$ cat src/rtl/airlock_pkg.sv
// Shared types and defaults for the airlock chamber scheduler.
// Also imported by the arrival workflow bench.
package airlock_pkg;

   typedef enum logic [2:0] {
      S_IDLE,
      S_PREP,
      S_OPEN_ENTRY,
      S_CYCLE,
      S_OPEN_EXIT,
      S_DONE,
      S_FAULT
   } state_t;

   typedef enum logic {
      ARRIVE = 1'b0,
      DEPART = 1'b1
   } dir_t;

   localparam int PUMP_TIMEOUT_DEF = 16;
   localparam int DOOR_TIMEOUT_DEF = 32;

   function automatic int cnt_width(input int a, input int b);
      return $clog2(a > b ? a : b);
   endfunction

endpackage

$ cat src/rtl/airlock_scheduler_if.sv
// Request, sensor and command bundle between the chamber and its scheduler.
// master is the chamber/requester side, slave is the scheduler.
interface airlock_scheduler_if;
   logic arriveReq;
   logic departReq;
   logic odClosed;
   logic idClosed;
   logic isHighPressure;
   logic arriveGrant;
   logic departGrant;
   logic busy;
   logic startPressurizing;
   logic startDepressurizing;
   logic odUnlock;
   logic idUnlock;
   logic fault;

   modport master (
      output arriveReq, departReq,
      output odClosed, idClosed, isHighPressure,
      input  arriveGrant, departGrant, busy,
      input  startPressurizing, startDepressurizing,
      input  odUnlock, idUnlock, fault
   );

   modport slave (
      input  arriveReq, departReq,
      input  odClosed, idClosed, isHighPressure,
      output arriveGrant, departGrant, busy,
      output startPressurizing, startDepressurizing,
      output odUnlock, idUnlock, fault
   );
endinterface

$ cat src/rtl/airlock_timer.sv
// Clearable saturating phase counter, hit when it sits at i_limit.
// Shared by the pump and door phases of the scheduler.
module airlock_timer #(
   parameter int W = 5
) (
   input  logic         clock,
   input  logic         reset,
   input  logic         i_clr,
   input  logic         i_en,
   input  logic [W-1:0] i_limit,
   output logic         o_hit
);

   logic [W-1:0] r_cnt;

   assign o_hit = (r_cnt == i_limit);

   always_ff @(posedge clock or negedge reset) begin
      if (!reset) begin
         r_cnt <= '0;
      end else if (i_clr) begin
         r_cnt <= '0;
      end else if (i_en && !o_hit) begin
         r_cnt <= r_cnt + 1'b1;
      end
   end

endmodule

$ cat src/rtl/airlock_scheduler.sv
// Airlock chamber owner: arbitrates arrival/departure and sequences
// pumps and doors with interlocks. All outputs are registered.
module airlock_scheduler
   import airlock_pkg::*;
#(
   parameter int PUMP_TIMEOUT = PUMP_TIMEOUT_DEF,
   parameter int DOOR_TIMEOUT = DOOR_TIMEOUT_DEF
) (
   input logic          clock,
   input logic          reset,
   airlock_scheduler_if.slave bus
);

   localparam int CW = cnt_width(PUMP_TIMEOUT, DOOR_TIMEOUT);
   localparam logic [CW-1:0] PUMP_LIM = CW'(PUMP_TIMEOUT - 1);
   localparam logic [CW-1:0] DOOR_LIM = CW'(DOOR_TIMEOUT - 1);

   state_t r_state, w_state_n;
   dir_t   r_dir, w_dir_n;
   dir_t   r_last_dir, w_last_n;
   logic   r_opened, w_opened_n;

   logic r_arr_gnt, r_dep_gnt, r_busy, r_fault;
   logic r_pup, r_pdn, r_od_unl, r_id_unl;

   logic          w_hit, w_clr, w_en;
   logic [CW-1:0] w_limit;
   logic          w_doors_ok, w_tgt_cur, w_tgt_n;
   logic          w_act_od, w_act_closed, w_oth_closed;
   logic          w_enter_pump, w_mid, w_unl, w_unl_od;

   assign w_doors_ok = bus.odClosed && bus.idClosed;
   assign w_tgt_cur  = (r_state == S_CYCLE) ^ (r_dir == DEPART);

   // Arrival entry door is outer; departure mirrors it
   assign w_act_od     = (r_state == S_OPEN_ENTRY) ^ (r_dir == DEPART);
   assign w_act_closed = w_act_od ? bus.odClosed : bus.idClosed;
   assign w_oth_closed = w_act_od ? bus.idClosed : bus.odClosed;

   assign w_limit = (r_state == S_PREP || r_state == S_CYCLE) ?
                    PUMP_LIM : DOOR_LIM;
   assign w_clr   = (w_state_n != r_state);

   airlock_timer #(.W(CW)) u_timer (
      .clock   (clock),
      .reset   (reset),
      .i_clr   (w_clr),
      .i_en    (w_en),
      .i_limit (w_limit),
      .o_hit   (w_hit)
   );

   always_comb begin
      w_state_n  = r_state;
      w_dir_n    = r_dir;
      w_last_n   = r_last_dir;
      w_opened_n = r_opened;
      w_en       = 1'b0;
      unique case (r_state)
         S_IDLE: begin
            if (w_doors_ok && (bus.arriveReq || bus.departReq)) begin
               w_state_n = S_PREP;
               if (bus.arriveReq && bus.departReq) begin
                  w_dir_n = (r_last_dir == DEPART) ? ARRIVE : DEPART;
               end else begin
                  w_dir_n = bus.arriveReq ? ARRIVE : DEPART;
               end
            end
         end
         S_PREP, S_CYCLE: begin
            w_en = 1'b1;
            if (!w_doors_ok) begin
               w_state_n = S_FAULT;
            end else if (bus.isHighPressure == w_tgt_cur) begin
               w_state_n = (r_state == S_PREP) ? S_OPEN_ENTRY : S_OPEN_EXIT;
            end else if (w_hit) begin
               w_state_n = S_FAULT;
            end
         end
         S_OPEN_ENTRY, S_OPEN_EXIT: begin
            if (!w_oth_closed) begin
               w_state_n = S_FAULT;
            end else if (!r_opened) begin
               w_en = 1'b1;
               if (!w_act_closed) begin
                  w_opened_n = 1'b1;
               end else if (w_hit) begin
                  w_state_n = (r_state == S_OPEN_ENTRY) ? S_IDLE : S_DONE;
               end
            end else if (w_act_closed) begin
               w_state_n = (r_state == S_OPEN_ENTRY) ? S_CYCLE : S_DONE;
            end
         end
         S_DONE: begin
            w_last_n  = r_dir;
            w_state_n = S_IDLE;
         end
         S_FAULT: begin
            w_state_n = S_FAULT;
         end
         default: begin
            w_state_n = S_IDLE;
         end
      endcase
      if (w_state_n != r_state) begin
         w_opened_n = 1'b0;
      end
   end

   // Output decode looks at the next state so outputs stay registered
   assign w_tgt_n      = (w_state_n == S_CYCLE) ^ (w_dir_n == DEPART);
   assign w_enter_pump = (w_state_n != r_state) &&
                         (w_state_n == S_PREP || w_state_n == S_CYCLE);
   assign w_mid = (w_state_n == S_PREP) || (w_state_n == S_OPEN_ENTRY) ||
                  (w_state_n == S_CYCLE) || (w_state_n == S_OPEN_EXIT);
   assign w_unl    = (w_state_n == S_OPEN_ENTRY) ||
                     (w_state_n == S_OPEN_EXIT);
   assign w_unl_od = (w_state_n == S_OPEN_ENTRY) ^ (w_dir_n == DEPART);

   always_ff @(posedge clock or negedge reset) begin
      if (!reset) begin
         r_state    <= S_IDLE;
         r_dir      <= ARRIVE;
         r_last_dir <= DEPART;
         r_opened   <= 1'b0;
         r_arr_gnt  <= 1'b0;
         r_dep_gnt  <= 1'b0;
         r_busy     <= 1'b0;
         r_fault    <= 1'b0;
         r_pup      <= 1'b0;
         r_pdn      <= 1'b0;
         r_od_unl   <= 1'b0;
         r_id_unl   <= 1'b0;
      end else begin
         r_state    <= w_state_n;
         r_dir      <= w_dir_n;
         r_last_dir <= w_last_n;
         r_opened   <= w_opened_n;
         r_arr_gnt  <= w_mid && (w_dir_n == ARRIVE);
         r_dep_gnt  <= w_mid && (w_dir_n == DEPART);
         r_busy     <= (w_state_n != S_IDLE);
         r_fault    <= (w_state_n == S_FAULT);
         r_pup      <= w_enter_pump && w_tgt_n && !bus.isHighPressure;
         r_pdn      <= w_enter_pump && !w_tgt_n && bus.isHighPressure;
         r_od_unl   <= w_unl && w_unl_od;
         r_id_unl   <= w_unl && !w_unl_od;
      end
   end

   assign bus.arriveGrant         = r_arr_gnt;
   assign bus.departGrant         = r_dep_gnt;
   assign bus.busy                = r_busy;
   assign bus.fault               = r_fault;
   assign bus.startPressurizing   = r_pup;
   assign bus.startDepressurizing = r_pdn;
   assign bus.odUnlock            = r_od_unl;
   assign bus.idUnlock            = r_id_unl;

endmodule
$ cat src/flat_wrapper.sv
// flat-port wrapper written by rule: the top's interface ports become plain ports
module airlock_scheduler_flat import airlock_pkg::*;
#(
   parameter int PUMP_TIMEOUT = PUMP_TIMEOUT_DEF,
   parameter int DOOR_TIMEOUT = DOOR_TIMEOUT_DEF
)
  (clock, reset, bus_arriveReq, bus_departReq, bus_odClosed, bus_idClosed, bus_isHighPressure, bus_arriveGrant, bus_departGrant, bus_busy, bus_startPressurizing, bus_startDepressurizing, bus_odUnlock, bus_idUnlock, bus_fault);
  airlock_scheduler_if bus_i ();
  input logic clock;
  input logic reset;
  input wire logic [$bits(bus_i.arriveReq)-1:0] bus_arriveReq;
  input wire logic [$bits(bus_i.departReq)-1:0] bus_departReq;
  input wire logic [$bits(bus_i.odClosed)-1:0] bus_odClosed;
  input wire logic [$bits(bus_i.idClosed)-1:0] bus_idClosed;
  input wire logic [$bits(bus_i.isHighPressure)-1:0] bus_isHighPressure;
  output wire logic [$bits(bus_i.arriveGrant)-1:0] bus_arriveGrant;
  output wire logic [$bits(bus_i.departGrant)-1:0] bus_departGrant;
  output wire logic [$bits(bus_i.busy)-1:0] bus_busy;
  output wire logic [$bits(bus_i.startPressurizing)-1:0] bus_startPressurizing;
  output wire logic [$bits(bus_i.startDepressurizing)-1:0] bus_startDepressurizing;
  output wire logic [$bits(bus_i.odUnlock)-1:0] bus_odUnlock;
  output wire logic [$bits(bus_i.idUnlock)-1:0] bus_idUnlock;
  output wire logic [$bits(bus_i.fault)-1:0] bus_fault;
  assign bus_i.arriveReq = bus_arriveReq;
  assign bus_i.departReq = bus_departReq;
  assign bus_i.odClosed = bus_odClosed;
  assign bus_i.idClosed = bus_idClosed;
  assign bus_i.isHighPressure = bus_isHighPressure;
  assign bus_arriveGrant = bus_i.arriveGrant;
  assign bus_departGrant = bus_i.departGrant;
  assign bus_busy = bus_i.busy;
  assign bus_startPressurizing = bus_i.startPressurizing;
  assign bus_startDepressurizing = bus_i.startDepressurizing;
  assign bus_odUnlock = bus_i.odUnlock;
  assign bus_idUnlock = bus_i.idUnlock;
  assign bus_fault = bus_i.fault;
  airlock_scheduler #(.PUMP_TIMEOUT(PUMP_TIMEOUT), .DOOR_TIMEOUT(DOOR_TIMEOUT)) u_core (.clock(clock), .reset(reset), .bus(bus_i));
endmodule
$ cat config.mk
export PLATFORM = sky130hd
export DESIGN_NAME = airlock_scheduler_flat
export DESIGN_NICKNAME = d
export VERILOG_FILES = /design/src/rtl/airlock_pkg.sv /design/src/rtl/airlock_scheduler_if.sv /design/src/rtl/airlock_timer.sv /design/src/rtl/airlock_scheduler.sv /design/src/flat_wrapper.sv
export SDC_FILE = /design/constraint.sdc
export NUM_CORES = 1
export LEC_CHECK = 0
export CORE_MARGIN = 2
export CORE_UTILIZATION = 58
export DETAILED_ROUTE_END_ITERATION = 8
export PLACE_DENSITY = 0.83
export SYNTH_ARGS = -nofsm -noshare
export SYNTH_HDL_FRONTEND = slang
export SYNTH_SLANG_ARGS = --single-unit
$ cat constraint.sdc
create_clock -name clock -period 4.1 [get_ports clock]
set_input_delay 0.82 -clock clock [delete_from_list [all_inputs] [get_ports clock]]
set_output_delay 0.82 -clock clock [all_outputs]
set_load 0.05 [all_outputs]
; Word level (Yosys, flattened, before mapping)
; Index checks and enable logic that the tools add are counted.
[word_totals]
word_cells = 96
register_bits = 19
input_bits = 7
[classes]
n_bitwise = 5
eq_ne = 14
n_mux = 31
addsub = 1
reduce_logical = 32
[ops]
columns = op, n
row1 = 3-bit two-way mux, 12
row2 = "3-bit == test, second input constant", 5
row3 = 5-bit two-way mux, 3
row4 = 1-bit two-way mux, 14
row5 = 1-bit logical AND, 13
row6 = "3-bit by 2-bit == test with 1-bit output, second input constant", 4
row7 = 3-bit case mux with 4 select lines, 1
row8 = 1-bit logical OR, 7
row9 = "3-bit by 1-bit == test with 1-bit output, second input constant", 2
row10 = 2-bit nonzero test, 3
row11 = "5-bit by 1-bit adder with 5-bit output, second input constant", 1
row12 = 5-bit == test, 1
row13 = 1-bit logical NOT, 4
row14 = 2-bit OR reduction, 2
row15 = 1-bit bitwise XOR, 4
row16 = 3-bit logical NOT, 1
row17 = 3-bit inequality test, 1
row18 = 3-bit nonzero test, 1
row19 = 1-bit case mux with 2 select lines, 1
row20 = 2-bit AND reduction, 1
row21 = 1-bit == test, 1
row22 = 1-bit inverter, 1

; Logic depth before layout (Yosys ltp)
[depth]
word_depth = 14
mapped_depth = 9
ltp_nobuf = 8

; Modules after synthesis
; From an unflattened synthesis, not the netlist that was laid out.
[hier_totals]
hier_cells = 144
area_unflattened_um2 = 1407.6
[modules_own_cells]
columns = mod, area_each_um2, cells_per_inst, seq_area_each_um2, instances
row1 = airlock_scheduler, 1034.7, 104, 351.6, 1
row2 = airlock_timer, 372.9, 40, 125.1, 1

; Worst setup path after synthesis
; Ideal clock, no wire load.
[synth_path]
path_kind = input -> register
start = input port bus_idClosed
end = register u_core.r_pdn (netlist: u_core.bus.startDepressurizing)
setup_slack_ns = 1.713
stages = 6
t_arrival_ns = 2.266
path_buffers = 1
path_cell_list = clkbuf_1 > mux2_2 > nand2_1 > a311o_1 > a221o_1 > and4_1
[synth_via]
elab_chain_len = 10
elab_cells_between_ends = 22
[synth_lines]
columns = element, line_no
row1 = "start, declared", flat_wrapper.sv:14  ; input wire logic [$bits(bus_i.idClosed)-1:0] bus_idClosed;
row2 = 1-bit two-way mux, airlock_scheduler.sv:37  ; assign w_act_closed = w_act_od ? bus.odClosed : bus.idClosed;
row3 = "3-bit two-way mux, on equally long branches", "airlock_scheduler.sv:85, airlock_scheduler.sv:90"
row4 = 3-bit two-way mux, airlock_scheduler.sv:83  ; end else if (!r_opened) begin
row5 = 3-bit two-way mux, airlock_scheduler.sv:81  ; if (!w_oth_closed) begin
row6 = 3-bit case mux with 4 select lines, airlock_scheduler.sv:59  ; unique case (r_state)
row7 = 3-bit by 2-bit == test with 1-bit output or 3-bit by 1-bit == test with 1-bit output (tied branches), "airlock_scheduler.sv:111, airlock_scheduler.sv:113"
row8 = 1-bit bitwise XOR or 1-bit logical OR (tied branches), "airlock_scheduler.sv:111, airlock_scheduler.sv:113"
row9 = 1-bit logical NOT or 1-bit logical AND (tied branches), "airlock_scheduler.sv:144, airlock_scheduler.sv:112"
row10 = 1-bit logical AND * (2 in series), airlock_scheduler.sv:144  ; r_pdn <= w_enter_pump && !w_tgt_n && bus.isHighPressure;
row11 = "end signal, assigned", airlock_scheduler.sv:144
row12 = "end, declared", airlock_scheduler.sv:24  ; logic r_pup, r_pdn, r_od_unl, r_id_unl;
; Mark *: on every way between the ends. The rest lies on a longest branch, timed or not.
; A chain may end at the register's enable or synchronous reset.

; Worst setup path in the final report
[layout_path]
start = input port bus_isHighPressure
end = register u_core.r_pdn (netlist: u_core.bus.startDepressurizing)
[layout_via]
elab_chain_len = 9
elab_cells_between_ends = 13
[layout_lines]
columns = element, line_no
row1 = "start, declared", flat_wrapper.sv:15  ; input wire logic [$bits(bus_i.isHighPressure)-1:0] bus_isHighPressure;
row2 = 1-bit == test, airlock_scheduler.sv:74  ; end else if (bus.isHighPressure == w_tgt_cur) begin
row3 = 3-bit two-way mux, airlock_scheduler.sv:74
row4 = 3-bit two-way mux, airlock_scheduler.sv:72  ; if (!w_doors_ok) begin
row5 = 3-bit case mux with 4 select lines, airlock_scheduler.sv:59
row6 = 3-bit by 2-bit == test with 1-bit output or 3-bit by 1-bit == test with 1-bit output (tied branches), "airlock_scheduler.sv:111, airlock_scheduler.sv:113"
row7 = 1-bit bitwise XOR or 1-bit logical OR (tied branches), "airlock_scheduler.sv:111, airlock_scheduler.sv:113"
row8 = 1-bit logical NOT or 1-bit logical AND (tied branches), "airlock_scheduler.sv:144, airlock_scheduler.sv:112"
row9 = 1-bit logical AND, airlock_scheduler.sv:144
row10 = 1-bit logical AND *, airlock_scheduler.sv:144
; Marked as above.

==> impl_metrics.toml <==
[floorplan]
initial_utilization = 0.6020
core_mm2 = 0.001902
die_x_um = 48.43
die_area_mm2 = 0.002345
rows = 16
num_io_pins = 15
die_y_um = 48.43

[pwr]
p_leak_nw = 0.5368
p_sw_frac = 0.2457
irDropWorstVdd_mv = 0.1953
internal_power_w = 0.0002428
p_clk_frac = 0.286
combPwrFrac = 0.094
powerDensity_mw_per_mm2 = 246.8
switching_power_w = 0.00007906
sequentialPowerShare = 0.620

[logic_synthesis]
synth_top_area_share = 0.3934
synth.largest_area_cell = "dfrtp_1"
synth.distinct_cells = 48
async_reset_ff_frac = 1.000
synth.area.top_cells = "dfrtp_1, a21oi_1, nand3_1"
synthesis.area_mm2 = 0.001145
yosys.cell_count.top_type = "dfrtp_1"
ys_top_cells_by_count = "dfrtp_1, nand2_1, a21oi_1, nand3_1, nor2_1"
netlist_instances = 119
synth_nets = 127
synth_enable_flop_cells = 0
ys.flop_type = "dfrtp_1"
ys_seq_area_frac = 0.4164
syn_area_per_cell_um2 = 9.621
ys_ff_latch = 19
ys_warn_count = 0

[layout]
final_util = 0.6855
nNetsFinal = 139
fillerInstances = 152
drive_gt1_frac = 0.08462
antennaDiodeCount = 0
area_growth_pct = 13.88

[place]
place_ws_ns = 1.026
io_buffers = 14
dp_hpwl_mm = 1.657
place_congestion = 0.8325

[detailed_routing]
vias = 921
viasPerCell = 5.866
dr.pass1.iters = 4
drc_errors = 0
wirelength_mm = 2.230
routedWlPerCell_um = 14.20
drt_first_iter_violations = 19
ant_nets = 0

[clock_tree]
cts_resized = 0
ctsHoldBuffers = 0
cts_buffer_depth = 2
htreeDepth = 1
post_cts_buffers = 0
clock_latency_ns = 0.29
clock-sinks = 19
root_buffer = "clkbuf_4"
cts_buffers = 3
clk_pin_slew_ns = 0.11
cts_tree = "done"

[global_route]
grt_pass1_wl_mm = 3.815
antenna_found_initial = 0
grt_max_degree = 20
grt_usage = 0.2054
grt_pass1_vias = 864
overflow = 0

[timing]
rsz0062_at_grt = "false"
final.min_clock_period_ns = 2.746
final_max_slew_viol_count = 0
finalSetupViolations = 0
fin_skew_ns = 0.005775
relSlewSlack = 0.4486
setup-tns-final_ns = 0
setup_ws_ns = 1.354
fmax_mhz = 364.2
worstMarginPinSlew_ns = 0.8246
finalCritPeriodShare = 0.6697
hold_viol_final = 0

[setup_path]
slowest_delay_ns = 0.56
worstPathCellList = "clkdlybuf4s50_1 -> xor2_1 -> a31oi_1 -> a311o_1 -> a221o_1 -> and4_1"
slowest_stage = "clkdlybuf4s50_1"
critPathKind = "in -> reg"
worst_setup_path_start_kind = "input port"
critPathBufInv = 1
worst_setup_path_end_kind = "flip-flop"
path_max_fanout = 8
crit_family = "compound AO/OA/AOI/OAI gates"
worstPathArrival_ns = 2.94
crit_required_ns = 4.30

[run]
maxCapViolCount = 0

[worst_hold_path]
holdCritPathClass = "reg -> reg"

[outcome]
status = "finished, final reports clean"
[flip-flops by register name (all words and copies together) (netlist names)]
| signal | count |
|---|---|
| u_core.r_state | 3 |
| u_core.bus.startPressurizing | 1 |
| u_core.bus.arriveGrant | 1 |
| u_core.r_last_dir | 1 |
| u_core.bus.idUnlock | 1 |
| u_core.u_timer.r_cnt | 5 |
| u_core.bus.odUnlock | 1 |
| u_core.r_opened | 1 |
| u_core.bus.startDepressurizing | 1 |
| u_core.bus.fault | 1 |
| u_core.r_dir | 1 |
| u_core.bus.departGrant | 1 |
| u_core.bus.busy | 1 |
[area by class of cell]
cell class              count  area, um^2  share of cell area
inverters                   6       22.52             0.01727
clock inverters             1       5.005            0.003839
repair buffers             14       140.1              0.1075
clock buffers               3       22.52             0.01727
flip-flops and latches     19       476.7              0.3656
multi-input cells          87       603.1              0.4626
well taps                  27       33.78             0.02591
[worst paths after layout]
path,startpoint,end,slack [ns],cells after the start
worst max register to register,u_core.r_state[2],u_core.bus.odUnlock,1.69,7
worst min-delay path,u_core.u_timer.r_cnt[1],u_core.u_timer.r_cnt[1],0.58,2
max in group asynchronous,reset,u_core.r_state[0],2.60,1
worst max-delay path,bus_isHighPressure,u_core.bus.startDepressurizing,1.35,6
worst min register to register,u_core.u_timer.r_cnt[1],u_core.u_timer.r_cnt[1],0.58,2
min in group asynchronous,reset,u_core.bus.busy,0.99,1
[through the flow]
step	total power (W)	area [um^2]	hold slack [ns]	instances
floorplan	0.0002190	1145	0.5168	119
global placement	0.0002326	1276	0.5441	153
detailed placement	0.0002333	1276	0.5610	153
CTS	0.0003233	1304	0.5856	157
global route	0.0003347	1304	0.6023	157
finish	0.0003218	1304	0.5842	157
[metal layers]
| metal | wire length, um | part of all wire | vias up | GRT usage |
|---|---|---|---|---|
| met1 | 1100 | 0.49 | 441 | 0.2759 |
| met2 | 1044 | 0.47 | 23 | 0.3449 |
| met5 | 0 | 0 | - | 0 |
| met3 | 68 | 0.030 | 2 | 0.03704 |
| met4 | 17 | 0.0076 | 0 | 0.05714 |
| li1 | - | - | 455 | - |
[cell families after synthesis]
logic type,after synthesis,share of synthesized area
xor gates and xnor gates,6,0.05793
buffers and inverters,13,0.05682
muxes,4,0.03716
AOI/OAI and AO/OA,27,0.1771
DFF,19,0.4164
and+or+nand+nor,49,0.2437
adders and majority gates,1,0.01093
[power by group through the flow]
stage / Sequential, W / Clock [W] / Combinational, W
finish: 0.000199 / 0.0000920 / 0.0000304
global route: 0.000200 / 0.000100 / 0.0000340
CTS: 0.000199 / 0.0000932 / 0.0000306
detailed placement: 0.000203 / 0 / 0.0000303
global placement: 0.000203 / 0 / 0.0000299
floorplan: 0.000201 / 0 / 0.0000183
[worst register-to-register path: stages, from the launching register on]
cell      delay [ns]
dfrtp_1         0.53
and2b_1         0.47
xnor2_1         0.14
and2_4          0.17
a311oi_4        0.46
inv_2           0.08
or3_1           0.37
a21oi_1         0.12
[placed cells by master, fill, tap and decap left out, types with 3 or more instances in the layout]
cell type	n
a211oi_1	3
a21oi_1	7
clkbuf_4	3
clkdlybuf4s50_1	14
dfrtp_1	18
inv_1	5
nand2_1	8
nand3_1	7
nor2_1	6
nor2b_1	3
nor3_1	4
o21ai_0	5
xor2_1	3
No activity file was read; power rests on OpenSTA's default activity.
